**config.mk**
```make
export PLATFORM = sky130hd
export DESIGN_NAME = memory_arbiter_flat
export DESIGN_NICKNAME = d
export VERILOG_FILES = /design/src/rtl/memory_arbiter_if.sv /design/src/rtl/memory_arbiter.sv /design/src/flat_wrapper.sv
export SDC_FILE = /design/constraint.sdc
export NUM_CORES = 1
export LEC_CHECK = 0
export CAP_MARGIN = 10
export CORE_ASPECT_RATIO = 1.5
export CORE_MARGIN = 10
export CORE_UTILIZATION = 38
export CTS_CLUSTER_DIAMETER = 150
export CTS_CLUSTER_SIZE = 30
export DETAILED_ROUTE_END_ITERATION = 10
export GPL_TIMING_DRIVEN = 0
export PLACE_DENSITY_LB_ADDON = 0.3
export SLEW_MARGIN = 5
export SYNTH_ARGS = -nofsm -noshare
export SYNTH_HDL_FRONTEND = slang
export SYNTH_SLANG_ARGS = --single-unit
```
**constraint.sdc**
```tcl
create_clock -name clk -period 5.52 [get_ports clk]
set_input_delay 0.828 -clock clk [delete_from_list [all_inputs] [get_ports clk]]
set_output_delay 0.828 -clock clk [all_outputs]
set_load 0.005 [all_outputs]
```
**src/rtl/memory_arbiter_if.sv**
```systemverilog
// Signal bundle between two memory requesters, the arbiter and the shared memory bus.
// The slave modport is the arbiter's view; master is the requester/bus side.
interface memory_arbiter_if;
    logic        req_0, req_1;
    logic        we_0, we_1;
    logic [15:0] address_0, address_1;
    logic [31:0] data_in_0, data_in_1;
    logic [3:0]  write_mask_0, write_mask_1;
    logic        ready_0, ready_1;
    logic [31:0] data_out_0, data_out_1;
    logic [15:0] bus_address;
    logic [31:0] bus_data_in;
    logic [3:0]  bus_write_mask;
    logic        bus_enable, bus_write_enable;
    logic [31:0] bus_data_out;
    logic [1:0]  grant;

    modport slave (
        input  req_0, req_1, we_0, we_1, address_0, address_1,
               data_in_0, data_in_1, write_mask_0, write_mask_1, bus_data_out,
        output ready_0, ready_1, data_out_0, data_out_1, bus_address,
               bus_data_in, bus_write_mask, bus_enable, bus_write_enable, grant
    );

    modport master (
        output req_0, req_1, we_0, we_1, address_0, address_1,
               data_in_0, data_in_1, write_mask_0, write_mask_1, bus_data_out,
        input  ready_0, ready_1, data_out_0, data_out_1, bus_address,
               bus_data_in, bus_write_mask, bus_enable, bus_write_enable, grant
    );
endinterface

```
**src/rtl/memory_arbiter.sv**
```systemverilog
// Two-port arbiter onto a single memory bus: one transaction at a time, bus held for
// WAIT_CYCLES cycles, then a one-cycle ready pulse to the owner.
module memory_arbiter #(
    parameter int WAIT_CYCLES    = 2,
    parameter int FIXED_PRIORITY = 0
) (
    input  logic            clk,
    input  logic            reset,
    memory_arbiter_if.slave mif
);
    localparam logic [1:0] IDLE     = 2'd0;
    localparam logic [1:0] ACCESS   = 2'd1;
    localparam logic [1:0] DONE     = 2'd2;
    localparam logic [3:0] CNT_LOAD = 4'(WAIT_CYCLES - 1);

    logic [1:0]  state_q, state_d;
    logic [1:0]  grant_q, grant_d;
    logic [3:0]  cnt_q, cnt_d;
    logic        last_q, last_d;
    logic        we_q, we_d;
    logic [15:0] addr_q, addr_d;
    logic [31:0] wdata_q, wdata_d;
    logic [3:0]  mask_q, mask_d;
    logic [31:0] dout0_q, dout0_d;
    logic [31:0] dout1_q, dout1_d;
    logic        pick_1;
    logic        in_access;
    logic        in_done;

    // last_q = 1 means port 1 owned the previous transaction, so port 0 wins the next tie.
    always_comb begin
        pick_1 = mif.req_1;
        if (mif.req_0 && mif.req_1) begin
            pick_1 = (FIXED_PRIORITY == 0) && !last_q;
        end
    end

    always_comb begin
        state_d = state_q;
        grant_d = grant_q;
        cnt_d   = cnt_q;
        last_d  = last_q;
        we_d    = we_q;
        addr_d  = addr_q;
        wdata_d = wdata_q;
        mask_d  = mask_q;
        dout0_d = dout0_q;
        dout1_d = dout1_q;
        case (state_q)
            IDLE: begin
                grant_d = 2'b00;
                if (mif.req_0 || mif.req_1) begin
                    state_d = ACCESS;
                    grant_d = pick_1 ? 2'b10 : 2'b01;
                    cnt_d   = CNT_LOAD;
                    we_d    = pick_1 ? mif.we_1 : mif.we_0;
                    addr_d  = pick_1 ? mif.address_1 : mif.address_0;
                    wdata_d = pick_1 ? mif.data_in_1 : mif.data_in_0;
                    mask_d  = pick_1 ? mif.write_mask_1 : mif.write_mask_0;
                end
            end
            ACCESS: begin
                if (cnt_q == 4'd0) begin
                    state_d = DONE;
                    last_d  = grant_q[1];
                    if (!we_q && grant_q[0]) dout0_d = mif.bus_data_out;
                    if (!we_q && grant_q[1]) dout1_d = mif.bus_data_out;
                end else begin
                    cnt_d = cnt_q - 4'd1;
                end
            end
            DONE: begin
                state_d = IDLE;
                grant_d = 2'b00;
            end
            default: begin
                state_d = IDLE;
                grant_d = 2'b00;
            end
        endcase
    end

    always_ff @(posedge clk) begin
        if (reset) begin
            state_q <= IDLE;
            grant_q <= 2'b00;
            cnt_q   <= 4'd0;
            last_q  <= 1'b1;
            dout0_q <= '0;
            dout1_q <= '0;
        end else begin
            state_q <= state_d;
            grant_q <= grant_d;
            cnt_q   <= cnt_d;
            last_q  <= last_d;
            dout0_q <= dout0_d;
            dout1_q <= dout1_d;
        end
    end

    // Latched request fields are only observed while in ACCESS, so they carry no reset.
    always_ff @(posedge clk) begin
        we_q    <= we_d;
        addr_q  <= addr_d;
        wdata_q <= wdata_d;
        mask_q  <= mask_d;
    end

    assign in_access = (state_q == ACCESS);
    assign in_done   = (state_q == DONE);

    assign mif.bus_enable       = in_access;
    assign mif.bus_write_enable = in_access & we_q;
    assign mif.bus_address      = in_access ? addr_q  : 16'h0000;
    assign mif.bus_data_in      = in_access ? wdata_q : 32'h0000_0000;
    assign mif.bus_write_mask   = in_access ? mask_q  : 4'h0;
    assign mif.ready_0          = in_done & grant_q[0];
    assign mif.ready_1          = in_done & grant_q[1];
    assign mif.grant            = grant_q;
    assign mif.data_out_0       = dout0_q;
    assign mif.data_out_1       = dout1_q;
endmodule

```
**src/flat_wrapper.sv**
```systemverilog
// flat-port wrapper written by rule: the top's interface ports become plain ports
module memory_arbiter_flat 
#(
    parameter int WAIT_CYCLES    = 2,
    parameter int FIXED_PRIORITY = 0
)
  (clk, reset, mif_req_0, mif_req_1, mif_we_0, mif_we_1, mif_address_0, mif_address_1, mif_data_in_0, mif_data_in_1, mif_write_mask_0, mif_write_mask_1, mif_bus_data_out, mif_ready_0, mif_ready_1, mif_data_out_0, mif_data_out_1, mif_bus_address, mif_bus_data_in, mif_bus_write_mask, mif_bus_enable, mif_bus_write_enable, mif_grant);
  memory_arbiter_if mif_i ();
  input  logic clk;
  input  logic reset;
  input wire logic [$bits(mif_i.req_0)-1:0] mif_req_0;
  input wire logic [$bits(mif_i.req_1)-1:0] mif_req_1;
  input wire logic [$bits(mif_i.we_0)-1:0] mif_we_0;
  input wire logic [$bits(mif_i.we_1)-1:0] mif_we_1;
  input wire logic [$bits(mif_i.address_0)-1:0] mif_address_0;
  input wire logic [$bits(mif_i.address_1)-1:0] mif_address_1;
  input wire logic [$bits(mif_i.data_in_0)-1:0] mif_data_in_0;
  input wire logic [$bits(mif_i.data_in_1)-1:0] mif_data_in_1;
  input wire logic [$bits(mif_i.write_mask_0)-1:0] mif_write_mask_0;
  input wire logic [$bits(mif_i.write_mask_1)-1:0] mif_write_mask_1;
  input wire logic [$bits(mif_i.bus_data_out)-1:0] mif_bus_data_out;
  output wire logic [$bits(mif_i.ready_0)-1:0] mif_ready_0;
  output wire logic [$bits(mif_i.ready_1)-1:0] mif_ready_1;
  output wire logic [$bits(mif_i.data_out_0)-1:0] mif_data_out_0;
  output wire logic [$bits(mif_i.data_out_1)-1:0] mif_data_out_1;
  output wire logic [$bits(mif_i.bus_address)-1:0] mif_bus_address;
  output wire logic [$bits(mif_i.bus_data_in)-1:0] mif_bus_data_in;
  output wire logic [$bits(mif_i.bus_write_mask)-1:0] mif_bus_write_mask;
  output wire logic [$bits(mif_i.bus_enable)-1:0] mif_bus_enable;
  output wire logic [$bits(mif_i.bus_write_enable)-1:0] mif_bus_write_enable;
  output wire logic [$bits(mif_i.grant)-1:0] mif_grant;
  assign mif_i.req_0 = mif_req_0;
  assign mif_i.req_1 = mif_req_1;
  assign mif_i.we_0 = mif_we_0;
  assign mif_i.we_1 = mif_we_1;
  assign mif_i.address_0 = mif_address_0;
  assign mif_i.address_1 = mif_address_1;
  assign mif_i.data_in_0 = mif_data_in_0;
  assign mif_i.data_in_1 = mif_data_in_1;
  assign mif_i.write_mask_0 = mif_write_mask_0;
  assign mif_i.write_mask_1 = mif_write_mask_1;
  assign mif_i.bus_data_out = mif_bus_data_out;
  assign mif_ready_0 = mif_i.ready_0;
  assign mif_ready_1 = mif_i.ready_1;
  assign mif_data_out_0 = mif_i.data_out_0;
  assign mif_data_out_1 = mif_i.data_out_1;
  assign mif_bus_address = mif_i.bus_address;
  assign mif_bus_data_in = mif_i.bus_data_in;
  assign mif_bus_write_mask = mif_i.bus_write_mask;
  assign mif_bus_enable = mif_i.bus_enable;
  assign mif_bus_write_enable = mif_i.bus_write_enable;
  assign mif_grant = mif_i.grant;
  memory_arbiter #(.WAIT_CYCLES(WAIT_CYCLES), .FIXED_PRIORITY(FIXED_PRIORITY)) u_core (.clk(clk), .reset(reset), .mif(mif_i));
endmodule
```
Yosys cells after proc, flatten, opt, wreduce, memory -nomap -nowiden
Cells that the tools add are included.
{ "totals": {"register_bits": 126, "input_bits": 142, "out_inout_bits": 122, "wordCells": 51} }
{ "classes": {"add_sub_neg": 1, "eq_ne": 5, "n_mux": 17, "bitwise": 3, "n_reduce_logical": 15} }
{ "op_table": {"columns": ["op", "n"], "rows": [
  ["$mux W32", 2],
  ["$mux W16", 2],
  ["$mux W4", 4],
  ["$reduce_and A3 Y1", 3],
  ["$mux W2", 4],
  ["$pmux W2 S2", 2],
  ["$pmux W4 S2", 1],
  ["$reduce_and A2 Y1", 3],
  ["$logic_not A4 Y1", 1],
  ["$ne A2 B2 Y1 const B", 2],
  ["$sub A4 B1 Y4 const B", 1],
  ["$and A1 B1 Y1", 3],
  ["$logic_and A1 B1 Y1", 3],
  ["$eq A2 B1 Y1 const B", 1],
  ["$eq A2 B2 Y1 const B", 1],
  ["$logic_not A1 Y1", 2],
  ["$logic_not A2 Y1", 1],
  ["$mux W1", 2],
  ["$ne A2 B1 Y1 const B", 1],
  ["$reduce_bool A2 Y1", 1],
  ["$logic_or A1 B1 Y1", 1]
]} }

Longest topological paths before layout
{ "logic_depth": {"ltp_word": 5, "mapped_depth": 8} }

Least setup slack after synthesis
OpenSTA, ideal clock, no wires.
{ "synth_timing": {"path_kind": "input-to-reg", "from": "input mif_req_1", "to": "register u_core.state_q[0]", "t_arrival_ns": 5.234, "required_time_ns": 5.445, "setup_slack_ns": 0.212, "stages": 3, "cell_sequence": "nor2_1 -> nor3_1 -> o21ba_2"} }
{ "synth_via": {"elab_chain_cells": 3} }
{ "synth_rtl": {"columns": ["element", "line_no", "rtl"], "rows": [
  ["start: declaration", "flat_wrapper.sv:12", "input wire logic [$bits(mif_i.req_1)-1:0] mif_req_1;"],
  ["$logic_or A1 B1 Y1", "memory_arbiter.sv:52", "if (mif.req_0 || mif.req_1) begin"],
  ["$ne A2 B1 Y1 (no source line)", null, null],
  ["$reduce_and A2 Y1 (no source line)", null, null],
  ["end signal: assignment", "memory_arbiter.sv:92", "state_q <= state_d;"],
  ["end: declaration", "memory_arbiter.sv:16", "logic [1:0] state_q, state_d;"]
]} }
No other way between the ends.
A chain may end at the register's enable or synchronous reset.

Final worst setup path
{ "layout_timing": {"from": "register u_core.state_q[0]", "to": "output mif_bus_data_in[29]"} }
{ "layout_via": {"elab_chain_cells": 2} }
{ "layout_rtl": {"columns": ["element", "line_no", "rtl"], "rows": [
  ["$eq A2 B1 Y1", "memory_arbiter.sv:109", "assign in_access = (state_q == ACCESS);"],
  ["$mux W32", "memory_arbiter.sv:115", "assign mif.bus_data_in = in_access ? wdata_q : 32'h0000_0000;"],
  ["end: declaration", "flat_wrapper.sv:27", "output wire logic [$bits(mif_i.bus_data_in)-1:0] mif_bus_data_in;"]
]} }
No other way between the ends.

==> flow_summary.json <==
{
  "drt-initial-drc-count": 194,
  "max_freq_mhz": 279.2,
  "peakVddDrop_mv": 0.1738,
  "crit_path_start_kind": "flop",
  "worstSetupPathType": "flop to primary output",
  "antenna_left": 0,
  "yosysWarnings": 0,
  "dpl.hpwl_um": 15860,
  "end_kind": "primary output",
  "grt_pass1_wl_um": 29960,
  "drc": 0,
  "synthToLayoutAreaGrowth_pct": 60.68,
  "overflow": 0,
  "r2r_cells": 4,
  "coreArea_um2": 14590,
  "hold_slack_ps": 473.0,
  "seqCellArea_um2": 3053,
  "r2r_slack_ps": 3350,
  "die_height_um": 169.6,
  "slowest_delay_ps": 520,
  "yosys.cell_types.count": 36,
  "rsz0062_at_grt": "false",
  "htreeDepth": 4,
  "multi_input_area_um2": 2419,
  "clkSlewWorstSetupHoldPaths_ps": 50,
  "nets": 935,
  "cp_max_fo": 10,
  "gp_congestion": 0.8562,
  "io_buffers": 262,
  "cts_hold_buffers": 0,
  "p_leak_nw": 3.181,
  "fin_setup_tns_ps": 0,
  "worst_pin_slew_ps": 962.1,
  "antenna_found_initial": 0,
  "boundaryPins": 264,
  "netlist_area_um2": 5670,
  "worstPathArrival_ps": 2750,
  "clock_skew_ps": 6.594,
  "yosys_register_bits": 126,
  "timing.rr.start": "u_core.state_q[1]$_SDFFE_PP0P_",
  "slowest_stage": "clkdlybuf4s50_1",
  "finalCriticalPeriod_ps": 3581,
  "cp-startpoint": "u_core.state_q[0]$_SDFFE_PP0P_",
  "hold_start": "u_core.mif.data_out_1[12]$_SDFFE_PP0P_",
  "path_cells": "nand2b_1 > inv_1 > clkbuf_1 > clkbuf_1 > and2_1 > clkdlybuf4s50_1",
  "r2r-end": "u_core.addr_q[5]$_DFFE_PP_",
  "cp.required_ps": 4690,
  "cts_tree": "built",
  "finalCritPeriodShare_pct": 64.88,
  "routedWlPerCell_um": 19.43,
  "drv_cap": 0,
  "initial_core_util_pct": 38.85,
  "syn_nets": 650,
  "min_path_type": "flop to flop",
  "hold_end": "u_core.mif.data_out_1[12]$_SDFFE_PP0P_",
  "finalSetupViolations": 0,
  "holdPathStages": 2,
  "maxSlewViolCount": 0,
  "cts_sinks": 126,
  "synth.avg_cell_area_um2": 11.21,
  "vias_per_cell": 4.896,
  "clk_path_buf_depth": 2,
  "slew-limit-headroom_pct": 35.51,
  "hold_viol": 0,
  "drt_wl_total_um": 19430,
  "grt_max_degree": 17,
  "rows": 54,
  "die_x_um": 119.7,
  "synth_cells": 506,
  "yosysSeqAreaShare_pct": 53.84,
  "cts-resized-gates": 0,
  "grt_pass1_vias": 5514,
  "drtPass1Iterations": 4,
  "cts_setup_buffers": 0,
  "grt_usage_pct": 18.74,
  "cts_buffers": 17,
  "status": "completed",
  "die_area_um2": 20310,
  "p_per_area_nw_per_um2": 282.3,
  "drive_above_1_share_pct": 12.44,
  "root_buffer": "clkbuf_16",
  "worstSkewPairLatency_ps": 410,
  "fillCellCount": 1211,
  "crit_top_cell": "clkbuf_1",
  "num_vias": 4896,
  "num_antenna_cells": 0
}
[stage by stage]
| stage | power, mW | util [%] | area, um^2 | worst slack, ps | instances |
|---|---|---|---|---|---|
| 2_1_floorplan | 1.303 | - | 5670 | 211.6 | 506 |
| 6_report | 2.572 | 62.43 | 9111 | 1939 | 1000 |
| 4_1_cts | 2.600 | 62.43 | 9111 | 1855 | 1000 |
| 5_1_grt | 2.682 | 62.43 | 9111 | 1674 | 1000 |
| 3_3_place_gp | 1.577 | 58.50 | 8538 | -1779 | 964 |
| 3_5_place_dp | 1.591 | 58.80 | 8581 | 2313 | 968 |
[layout by cell type, fill, tap and decap left out, drive strengths merged, types with 2 or more instances in the layout]
| cell | count |
|---|---|
| clkdlybuf4s50 | 262 |
| dfxtp | 73 |
| nand2b | 65 |
| mux2 | 53 |
| and2 | 53 |
| edfxtp | 53 |
| clkbuf | 53 |
| mux2i | 33 |
| nand3 | 33 |
| a21oi | 33 |
| o21ai | 33 |
| buf | 13 |
| clkinv | 7 |
| inv | 6 |
| nor2 | 4 |
| or4 | 3 |
| nor3 | 3 |
| and3b | 2 |
| a211oi | 2 |
| o41ai | 2 |
| nand2 | 2 |
| ha | 2 |
| clkinvlp | 2 |
[cells in the mapped netlist]
| cell type | number | share of area (%) |
|---|---|---|
| o41ai_1 | 2 | 0.31 |
| a21oi_1 | 33 | 2.9 |
| mux2_2 | 53 | 11 |
| buf_6 | 1 | 0.20 |
| nand3_1 | 33 | 2.9 |
| and2_1 | 53 | 5.8 |
| buf_12 | 1 | 0.35 |
| and3_1 | 1 | 0.11 |
| a211oi_1 | 2 | 0.26 |
| nor3b_1 | 1 | 0.13 |
| nand4bb_1 | 1 | 0.20 |
| nor2_1 | 4 | 0.26 |
| o21ba_2 | 1 | 0.18 |
| nor3_1 | 3 | 0.26 |
| ha_1 | 2 | 0.44 |
| nor4bb_1 | 1 | 0.18 |
| nand4b_1 | 1 | 0.15 |
| o31a_1 | 1 | 0.15 |
| buf_2 | 6 | 0.53 |
| nand2b_1 | 65 | 7.2 |
| buf_4 | 1 | 0.13 |
| o21ai_1 | 7 | 0.62 |
| o21ai_0 | 26 | 2.3 |
| a21boi_0 | 1 | 0.13 |
| or3b_1 | 1 | 0.15 |
| nor4b_4 | 1 | 0.42 |
| a31oi_1 | 1 | 0.11 |
| inv_1 | 4 | 0.26 |
| and3b_1 | 2 | 0.31 |
| or4_1 | 3 | 0.40 |
| nand2_1 | 2 | 0.13 |
| a211o_1 | 1 | 0.15 |
| edfxtp_1 | 53 | 28 |
| clkbuf_1 | 32 | 2.1 |
| dfxtp_1 | 73 | 26 |
| mux2i_1 | 33 | 5.8 |
[logic make-up (layout without fill, tap and decap cells)]
family / after synthesis / in the layout / synth area share [%]
compound gates: 75 / 75 / 7.127
fa+ha+maj: 2 / 2 / 0.4412
buf+inv: 45 / 343 / 3.597
flops: 126 / 126 / 53.84
mux: 86 / 86 / 16.35
simple gates: 172 / 172 / 18.65
[report_power, final]
group / leakage (nW) / switching [mW] / internal, mW
Sequential: 1.11 / 0.0243 / 1.06
Combinational: 1.81 / 0.214 / 0.274
Clock: 0.266 / 0.406 / 0.597
[final cells by class]
class / count / share of cell area (%)
Sequential cell: 126 / 33.51
Timing Repair Buffer: 266 / 29.20
Multi-Input combinational cell: 335 / 26.54
Clock buffer: 21 / 5.095
Tap cell: 196 / 2.692
Buffer: 41 / 2.074
Clock inverter: 11 / 0.7278
Inverter: 4 / 0.1648
[layer usage]
| metal | global-route usage [%] | vias to the layer above | wire [um] |
|---|---|---|---|
| li1 | - | 2349 | - |
| met1 | 17.28 | 2321 | 6731 |
| met2 | 34.29 | 209 | 10300 |
| met3 | 10.19 | 17 | 2124 |
| met4 | 5.895 | 0 | 271 |
| met5 | 0 | - | 0 |
[registers in the layout (all words and copies together), names as in the netlist, 2 cells and up]
signal and cells:
u_core.mif.grant 2, u_core.addr_q 16, u_core.cnt_q 4, u_core.state_q 2
u_core.wdata_q 32, u_core.mif.data_out_1 32, u_core.mask_q 4, u_core.mif.data_out_0 32
[how the worst max path moves through the flow]
stage                                endpoint  cells after the start
6_report                  mif_bus_data_in[29]                      6
5_1_grt                   mif_bus_data_in[29]                      6
4_1_cts                   mif_bus_data_in[29]                      6
3_5_place_dp              mif_bus_data_in[29]                      6
3_3_place_gp   u_core.state_q[0]$_SDFFE_PP0P_                      4
2_1_floorplan  u_core.state_q[0]$_SDFFE_PP0P_                      3
[worst max-delay path: cells and delay by family (launching register included)]
family | cells | cell delay [ps]
buffers and inverters | 4 | 1450
DFF | 1 | 470
and+or+nand+nor | 2 | 420
(Power assumes the default switching activity.)
